<file path="src/rtl/store_buffer.sv">
// Store buffer: queues committed stores and drains them to the memory bus in order,
// with one write transaction outstanding at a time.
module store_buffer #(
  parameter int unsigned DEPTH = 4
) (
  input  logic        clk,
  input  logic        reset,
  input  logic [31:0] datafifo_addr_in,
  input  logic [31:0] datafifo_val_in,
  input  logic [1:0]  datafifo_size_in,
  input  logic        datafifo_valid_in,
  output logic        datafifo_full,
  output logic        datafifo_empty,
  output logic [31:0] membus_awaddr,
  output logic        membus_awvalid,
  input  logic        membus_awready,
  output logic [31:0] membus_wdata,
  output logic [3:0]  membus_wstrb,
  output logic        membus_wvalid,
  input  logic        membus_wready,
  input  logic [2:0]  membus_bresp,
  input  logic        membus_bvalid,
  output logic        membus_bready,
  output logic        store_fault_valid,
  output logic [31:0] store_fault_addr
);

  localparam int unsigned AW = (DEPTH > 1) ? $clog2(DEPTH) : 1;
  localparam int unsigned CW = AW + 1;

  typedef enum logic [1:0] {IDLE, SEND, RESP} state_t;

  state_t        r_state;
  state_t        w_state_nxt;
  logic [31:0]   r_addr [DEPTH];
  logic [31:0]   r_val  [DEPTH];
  logic [1:0]    r_size [DEPTH];
  logic [AW-1:0] r_head;
  logic [AW-1:0] r_tail;
  logic [CW-1:0] r_count;
  logic          r_aw_done;
  logic          r_w_done;
  logic          w_aw_done_nxt;
  logic          w_w_done_nxt;
  logic          w_awvalid;
  logic          w_wvalid;
  logic          w_bready;
  logic          w_full;
  logic          w_push;
  logic          w_pop;
  logic [31:0]   w_head_addr;
  logic [31:0]   w_head_val;
  logic [1:0]    w_head_size;
  logic          r_fault_valid;
  logic [31:0]   r_fault_addr;

  // Full comes only from the registered count, so a same-cycle pop never admits a push.
  assign w_full      = (r_count == CW'(DEPTH));
  assign w_push      = datafifo_valid_in && !w_full;
  assign w_head_addr = r_addr[r_head];
  assign w_head_val  = r_val[r_head];
  assign w_head_size = r_size[r_head];

  assign datafifo_full     = w_full;
  assign datafifo_empty    = (r_count == '0) && (r_state == IDLE);
  assign membus_awaddr     = {w_head_addr[31:2], 2'b00};
  assign membus_awvalid    = w_awvalid;
  assign membus_wvalid     = w_wvalid;
  assign membus_bready     = w_bready;
  assign store_fault_valid = r_fault_valid;
  assign store_fault_addr  = r_fault_addr;

  // Entry payload storage, written at the tail on an accepted push.
  always_ff @(posedge clk) begin
    if (w_push) begin
      r_addr[r_tail] <= datafifo_addr_in;
      r_val[r_tail]  <= datafifo_val_in;
      r_size[r_tail] <= datafifo_size_in;
    end
  end

  // Circular pointers and occupancy count.
  always_ff @(posedge clk) begin
    if (reset) begin
      r_head  <= '0;
      r_tail  <= '0;
      r_count <= '0;
    end else begin
      if (w_push) r_tail <= r_tail + AW'(1);
      if (w_pop)  r_head <= r_head + AW'(1);
      r_count <= r_count + CW'(w_push) - CW'(w_pop);
    end
  end

  // Drain state register and per-channel handshake flags.
  always_ff @(posedge clk) begin
    if (reset) begin
      r_state   <= IDLE;
      r_aw_done <= 1'b0;
      r_w_done  <= 1'b0;
    end else begin
      r_state   <= w_state_nxt;
      r_aw_done <= w_aw_done_nxt;
      r_w_done  <= w_w_done_nxt;
    end
  end

  // Drain next-state and bus handshake controls.
  always_comb begin
    w_state_nxt   = r_state;
    w_aw_done_nxt = r_aw_done;
    w_w_done_nxt  = r_w_done;
    w_awvalid     = 1'b0;
    w_wvalid      = 1'b0;
    w_bready      = 1'b0;
    w_pop         = 1'b0;
    case (r_state)
      IDLE: begin
        if (r_count != '0) w_state_nxt = SEND;
      end
      SEND: begin
        w_awvalid = !r_aw_done;
        w_wvalid  = !r_w_done;
        if (w_awvalid && membus_awready) w_aw_done_nxt = 1'b1;
        if (w_wvalid && membus_wready)   w_w_done_nxt  = 1'b1;
        if (w_aw_done_nxt && w_w_done_nxt) begin
          w_state_nxt   = RESP;
          w_aw_done_nxt = 1'b0;
          w_w_done_nxt  = 1'b0;
        end
      end
      RESP: begin
        w_bready = 1'b1;
        if (membus_bvalid) begin
          w_pop       = 1'b1;
          w_state_nxt = (r_count > CW'(1)) ? SEND : IDLE;
        end
      end
      default: w_state_nxt = IDLE;
    endcase
  end

  // Byte-lane strobes and lane-replicated data from the head entry.
  always_comb begin
    membus_wstrb = 4'b1111;
    membus_wdata = w_head_val;
    case (w_head_size)
      2'd0: begin
        membus_wstrb = 4'b0001 << w_head_addr[1:0];
        membus_wdata = {4{w_head_val[7:0]}};
      end
      2'd1: begin
        membus_wstrb = 4'b0011 << {w_head_addr[1], 1'b0};
        membus_wdata = {2{w_head_val[15:0]}};
      end
      default: begin
        membus_wstrb = 4'b1111;
        membus_wdata = w_head_val;
      end
    endcase
  end

  // One-cycle fault pulse carrying the address of a store that got an error response.
  always_ff @(posedge clk) begin
    if (reset) begin
      r_fault_valid <= 1'b0;
      r_fault_addr  <= '0;
    end else begin
      r_fault_valid <= w_pop && (membus_bresp != 3'd0);
      if (w_pop && (membus_bresp != 3'd0)) r_fault_addr <= w_head_addr;
    end
  end

endmodule

</file>
<file path="config.mk">
export PLATFORM = sky130hd
export DESIGN_NAME = store_buffer
export DESIGN_NICKNAME = d
export VERILOG_FILES = /design/src/rtl/store_buffer.sv
export SDC_FILE = /design/constraint.sdc
export NUM_CORES = 1
export LEC_CHECK = 0
export CAP_MARGIN = 20
export CORE_UTILIZATION = 30
export CTS_BUF_LIST = sky130_fd_sc_hd__clkbuf_4 sky130_fd_sc_hd__clkbuf_8
export CTS_CLUSTER_DIAMETER = 30
export CTS_CLUSTER_SIZE = 8
export DETAILED_ROUTE_END_ITERATION = 8
export SLEW_MARGIN = 20
export SYNTH_ARGS = -nofsm -noshare
export SYNTH_HDL_FRONTEND = slang
export SYNTH_SLANG_ARGS = --single-unit
</file>
<file path="constraint.sdc">
create_clock -name clk -period 3.25 [get_ports clk]
set_input_delay 0.8125 -clock clk [delete_from_list [all_inputs] [get_ports clk]]
set_output_delay 0.8125 -clock clk [all_outputs]
set_load 0.05 [all_outputs]
</file>
==> results of run 1 <==
-- area by class of cell --
type,instances,area share (%)
diodes,2,0.03009
clock buffers,77,6.221
clock inverters,58,3.889
inverters,12,0.2708
multi-input cells,269,17.44
flip-flops and latches,310,53.24
well taps,525,3.949
repair buffers,221,14.96
-- through the flow --
stage | setup WS [ns] | hold slack (ns) | std cells | power [W] | util, %
6_report | -0.05444 | 0.4737 | 1474 | 0.01245 | 41.67
5_1_grt | -0.1383 | 0.4968 | 1473 | 0.01297 | 41.67
4_1_cts | -0.1258 | 0.4738 | 1465 | 0.01257 | 41.31
3_5_place_dp | 0.2754 | 0.4667 | 1314 | 0.007306 | 36.32
3_3_place_gp | 0.3166 | 0.4595 | 1314 | 0.007285 | 36.32
2_1_floorplan | 0.03874 | 0.4591 | 660 | 0.006401 | -
-- worst register-to-register path, stage by stage (launching register included) --
cell	delay, ns
dfxtp_1	0.34
or3b_2	0.56
inv_1	0.15
nor2_1	0.05
inv_1	0.05
ha_1	0.22
inv_1	0.05
ha_1	0.13
inv_1	0.04
fa_1	0.37
xnor2_1	0.16
nor2_1	0.05
-- worst min path at each step --
stage	startpoint	end	slack [ns]	cells after the start
6_report	store_fault_addr[6]$_SDFFE_PP0P_	store_fault_addr[6]$_SDFFE_PP0P_	0.47	2
5_1_grt	store_fault_addr[30]$_SDFFE_PP0P_	store_fault_addr[30]$_SDFFE_PP0P_	0.50	2
4_1_cts	store_fault_addr[30]$_SDFFE_PP0P_	store_fault_addr[30]$_SDFFE_PP0P_	0.47	2
3_5_place_dp	store_fault_addr[30]$_SDFFE_PP0P_	store_fault_addr[30]$_SDFFE_PP0P_	0.47	2
3_3_place_gp	store_fault_addr[19]$_SDFFE_PP0P_	store_fault_addr[19]$_SDFFE_PP0P_	0.46	2
2_1_floorplan	r_head[1]$_SDFFE_PP0P_	register	0.46	2
-- layer usage --
layer / global-route usage (%) / vias to the layer above / part of all wire [%]
met5: 0 / - / 0.043
met4: 5.317 / 2 / 1.9
met3: 5.641 / 52 / 7.5
met2: 23.85 / 232 / 48
met1: 18.33 / 3430 / 42
li1: - / 3081 / -
-- what timing repair did --
action | 4_1_cts | 5_1_grt
endpoints found under the setup margin | 50 | 42
pin swaps | 3 | 2
cloned | 2 | 0
buffers inserted | 14 | 7
resized for setup | 93 | 24
-- cell families after synthesis --
| logic type | after synthesis | synth area share, % |
|---|---|---|
| other | 1 | 0.03077 |
| xor gates and xnor gates | 2 | 0.1438 |
| DFF | 310 | 72.61 |
| adders and majority gates | 9 | 0.9857 |
| buffers and inverters | 81 | 4.343 |
| AOI/OAI and AO/OA | 89 | 3.871 |
| muxes | 90 | 14.83 |
| and+or+nand+nor | 77 | 3.193 |
-- layout by cell type (no fill, tap or decap), drive strengths merged, types with 3 or more instances in the layout --
| cell | netlist | routed |
|---|---|---|
| edfxtp | 264 | 264 |
| clkdlybuf4s50 | 0 | 109 |
| buf | 49 | 89 |
| clkbuf | 20 | 77 |
| mux4 | 66 | 66 |
| dfxtp | 46 | 46 |
| o21ai | 44 | 44 |
| a21oi | 37 | 37 |
| nand3 | 34 | 34 |
| clkinv | 1 | 33 |
| mux2 | 16 | 16 |
| inv | 11 | 15 |
| clkdlybuf4s15 | 0 | 14 |
| nor2 | 14 | 14 |
| bufinv | 0 | 11 |
| clkinvlp | 0 | 11 |
| nand2 | 9 | 9 |
| ha | 8 | 8 |
| dlygate4sd2 | 0 | 8 |
| mux2i | 8 | 8 |
| nor3 | 5 | 5 |
| nor2b | 4 | 4 |
| and3 | 4 | 4 |
| o21bai | 3 | 3 |
-- flip-flops by register name, indices dropped and copies added (netlist names), named ones only --
signal             cells
r_addr               128
r_state                2
r_aw_done              1
r_tail                 2
store_fault_addr      32
r_count                3
r_val                128
r_w_done               1
r_head                 2
store_fault_valid      1
r_size                 8
-- power by group --
group,leakage (nW),internal [W],switching (W)
clock,0.834,0.00311,0.00197
combinational,1.98,0.00102,0.00158
sequential,2.79,0.00467,0.0000917
==> flow_summary.toml, run 1 <==
[grt]
grt_pass1_wl_um = 45050
grt_pass1_vias = 7247
grt_max_degree = 36
grt_usage_pct = 14.90
grt_antenna_before_repair = 3
grt.overflow.total = 0

[timing]
setup_viol = 9
max_slew_margin_pct = 60.50
fin_worst_skew_ns = 0.02158
worstMarginPinSlew_ns = 0.5906
hold_viol = 0
finalCritPeriodShare_pct = 101.7
finalSetupTns_ns = -0.1551
maxSlewViolCount = 0
setup_slack_ns = -0.05444
grt_setup_unrepaired = "yes"
max_freq_mhz = 302.6
min_period_ns = 3.304

[clock_network]
h-tree-depth = 3
ctsHoldBuffers = 0
clock_latency_ns = 0.60
cts_tree = "done"
clkTransAtPathRegs_ns = 0.05
numClockSinks = 310
clockRootBuffer = "clkbuf_8"
cts_buffers = 73
clockBufferDepth = 3

[finish]
multi_input_comb_area_um2 = 2900
layout.nets = 971
fill_cells = 3607
drive_above_1_share_pct = 34.11
area_growth_pct = 36.49
final_cell_area_um2 = 16630
regArea_um2 = 8856

[setup_path]
required_ns = 2.44
start_kind = "register"
path_common_cell = "buf_12"
r2r_cells = 11
slowest_stage = "mux4_2"
path_depth = 6
crit_arrival_ns = 2.49
crit_family = "multiplexers"
critPathBufInv = 3
cp_cell_sequence = "buf_12 > buf_16 > mux4_2 > mux2i_1 > o21ai_1 > buf_12"
r2r-start = "r_count[0]$_SDFF_PP0_"
rrSetupSlack_ns = 0.97
cp-endpoint = "membus_wdata[24]"
r2r_end = "r_count[2]$_SDFF_PP0_"
worstSetupPathType = "register to output pin"
end_kind = "output pin"
max_stage_delay_ns = 0.56
critPathMaxFanout = 7

[pwr]
p_per_area_nw_per_um2 = 748.4
power_leakage_nw = 5.610
irDropWorstVdd_v = 0.0005058

[place]
post-dp-hpwl_um = 18180
place_area_um2 = 14500
gp_congestion = 0.7574
portBuffers = 178

[synth]
ys.warnings.count = 0
yosysTopAreaCell = "edfxtp_1"
synth.area.top_cells = "edfxtp_1 65%, mux4_2 9.6%, dfxtp_1 7.6%, mux4_1 3.0%, buf_4 2.1%"
synth_edf_count = 264
ys_seq_area_share_pct = 72.61
avgSynthCellArea_um2 = 18.49
syn_area_um2 = 12190
ys_seq_elements = 310
synth_most_common_cell = "edfxtp_1"
synthFlopType = "edfxtp_1"
ys_async_sr_fraction_pct = 0
ys_types = 40
synth_top_area_share_pct = 65.05
syn-instance-count = 659
ys_top_cells_by_count = "264 x edfxtp_1, 52 x mux4_2, 46 x dfxtp_1"

[detailed_routing]
wl_per_cell_um = 20.57
num_vias = 6797
ant_nets = 0
drt_iter0_drc = 359
vias_per_cell = 4.611
dr.pass1.iters = 6
drt-total-wl_um = 30310
drc_errors = 0

[floorplan]
row_count = 73
initial_core_util_pct = 30.53
die_w_um = 203.6
die_h_um = 203.6
coreArea_um2 = 39910
die_area_um2 = 41430
io_pins = 181

[run]
max-cap-violations = 0

[worst_hold_path]
hold_class = "register to register"

[run_status]
violations = "negative setup slack"
status = "finished with violations"
(Power assumes the default switching activity.)
==> inputs of run 2 (changes only) <==
--- a/config.mk
+++ b/config.mk
@@ -11,6 +11,7 @@
 export CTS_CLUSTER_DIAMETER = 30
 export CTS_CLUSTER_SIZE = 8
 export DETAILED_ROUTE_END_ITERATION = 8
+export SKIP_LAST_GASP = 1
 export SLEW_MARGIN = 20
 export SYNTH_ARGS = -nofsm -noshare
 export SYNTH_HDL_FRONTEND = slang
==> constraint.sdc (replaced) <==
create_clock -name clk -period 4.2 [get_ports clk]
set_input_delay 1.05 -clock clk [delete_from_list [all_inputs] [get_ports clk]]
set_output_delay 1.05 -clock clk [all_outputs]
set_load 0.05 [all_outputs]
==> run 2 against run 1 <==
- the flow now finishes without violations
- critical path depth decreased by 3
- final area decreased by 3.6%
- core utilization decreased by 1.5 points
- worst setup slack improved by 0.46 ns
- clock power decreased by 28%
- critical path type unchanged
- largest cell class unchanged
- largest power group is now registers
==> flow_summary.toml, run 2 (synthesis gave the netlist of run 1 again) <==
[grt]
grt_usage_pct = 14.70
grtUsageMet2_pct = 23.15
grtUsageMet1_pct = 18.66
busiest_layer = "met2"
grt_antenna_before_repair = 4
use_met3_pct = 4.714
grt_pass1_wl_um = 44450
grt_pass1_vias = 7135
grt_max_degree = 46
grt.overflow.total = 0

[finish]
fin_cells = 1439
final_cell_mix = "264 x edfxtp_1, 149 x clkdlybuf4s50_1, 75 x clkbuf_8"
final_cell_area_um2 = 16030
layout.nets = 941
drive_above_1_share_pct = 26.56
layout_commonest_cell = "edfxtp_1"
area_growth_pct = 31.55

[clock_network]
clockBufferDepth = 3
h-tree-depth = 3
clock_latency_ns = 0.60
numClockSinks = 310
post-cts-setup-buffer-count = 0
clkTransAtPathRegs_ns = 0.05
cts_tree = "done"
cts_resized = 0
clockRootBuffer = "clkbuf_8"
ctsHoldBuffers = 0
cts_buffers = 71

[floorplan]
initial_core_util_pct = 30.53
coreArea_um2 = 39910
die_h_um = 203.6
row_count = 73
die_area_um2 = 41430
die_w_um = 203.6
io_pins = 181

[timing]
maxSlewViolCount = 0
hold_viol = 0
fin_worst_skew_ns = 0.02132
finalSetupTns_ns = 0
finalCritPeriodShare_pct = 90.32
max_slew_margin_pct = 36.12
setup_viol = 0
worstMarginPinSlew_ns = 0.9583
grt_setup_unrepaired = "no"
min_period_ns = 3.794
hold_slack_ns = 0.4731
max_freq_mhz = 263.6

[detailed_routing]
dr.pass1.iters = 5
drt-total-wl_um = 29610
drc_errors = 0
vias_per_cell = 4.663
ant_nets = 0
num_vias = 6710
drt_iter0_drc = 338
wl_per_cell_um = 20.58

[setup_path]
rrSetupSlack_ns = 1.83
end_kind = "output pin"
start_kind = "register"
required_ns = 3.15
worstSetupPathType = "register to output pin"
critPathMaxFanout = 34
crit_arrival_ns = 2.74

[pwr]
irDropWorstVdd_v = 0.0003082
power_leakage_nw = 5.269
p_per_area_nw_per_um2 = 574.1
finalPower_w = 0.009204

[worst_hold_path]
hold_class = "register to register"

[place]
post-dp-hpwl_um = 18000
numPlacedInstances = 1309
gp_congestion = 0.7297
place_area_um2 = 14480
portBuffers = 178

[run_status]
status = "completed"

[run]
max-cap-violations = 0
-- run 2: cell types whose count changed in the layout (fill, tap and decap cells not counted), sizes merged, moves of 3 or more --
| cell | before | now |
|---|---|---|
| buf | 89 | 44 |
| inv | 15 | 11 |
| clkinv | 33 | 25 |
| clkbuf | 77 | 88 |
| bufinv | 11 | 8 |
| clkdlybuf4s15 | 14 | 0 |
| clkinvlp | 11 | 7 |
| dlygate4sd2 | 8 | 0 |
| clkdlybuf4s50 | 109 | 149 |
-- run 2: final timing paths --
path,startpoint,to,cells past startpoint
worst max-delay path,register,membus_wdata[2],3
worst min register to register,store_fault_addr[20]$_SDFFE_PP0P_,store_fault_addr[20]$_SDFFE_PP0P_,2
worst max register to register,r_count[0]$_SDFF_PP0_,r_count[2]$_SDFF_PP0_,11
worst min-delay path,store_fault_addr[20]$_SDFFE_PP0P_,store_fault_addr[20]$_SDFFE_PP0P_,2
-- run 2: critical path, cell delays in order, from the launching register on --
cell,delay (ns)
dfxtp_4,0.39
buf_12,0.28
mux4_1,0.71
clkdlybuf4s50_1,0.75
-- run 2: metrics by stage --
stage | utilization, % | setup slack (ns)
global placement | 36.27 | 1.015
detailed placement | 36.27 | 0.9884
finish | 40.16 | 0.4065
global route | 40.16 | 0.2945
CTS | 40.15 | 0.3395
floorplan | - | 0.7512
-- run 2: layout make-up --
cell class | count | area [um^2]
Timing Repair Buffer | 193 | 2082
Multi-Input combinational cell | 269 | 2838
Fill cell | 3607 | 23880
Tap cell | 525 | 656.9
Antenna cell | 3 | 7.507
Inverter | 12 | 45.04
Sequential cell | 310 | 8856
Clock inverter | 39 | 416.7
Clock buffer | 88 | 1130
-- run 2: power breakdown --
| part | total [W] | internal, W | switching [W] |
|---|---|---|---|
| Combinational | 0.00186 | 0.000687 | 0.00118 |
| Clock | 0.00365 | 0.00227 | 0.00138 |
| Sequential | 0.00369 | 0.00362 | 0.0000700 |
| Total | 0.00920 | 0.00658 | 0.00262 |
-- run 2: layer usage --
layer / vias up / share of wire, %
met2: 242 / 47
li1: 3015 / -
met4: 2 / 2.4
met5: - / 0.037
met3: 51 / 6.9
met1: 3400 / 43
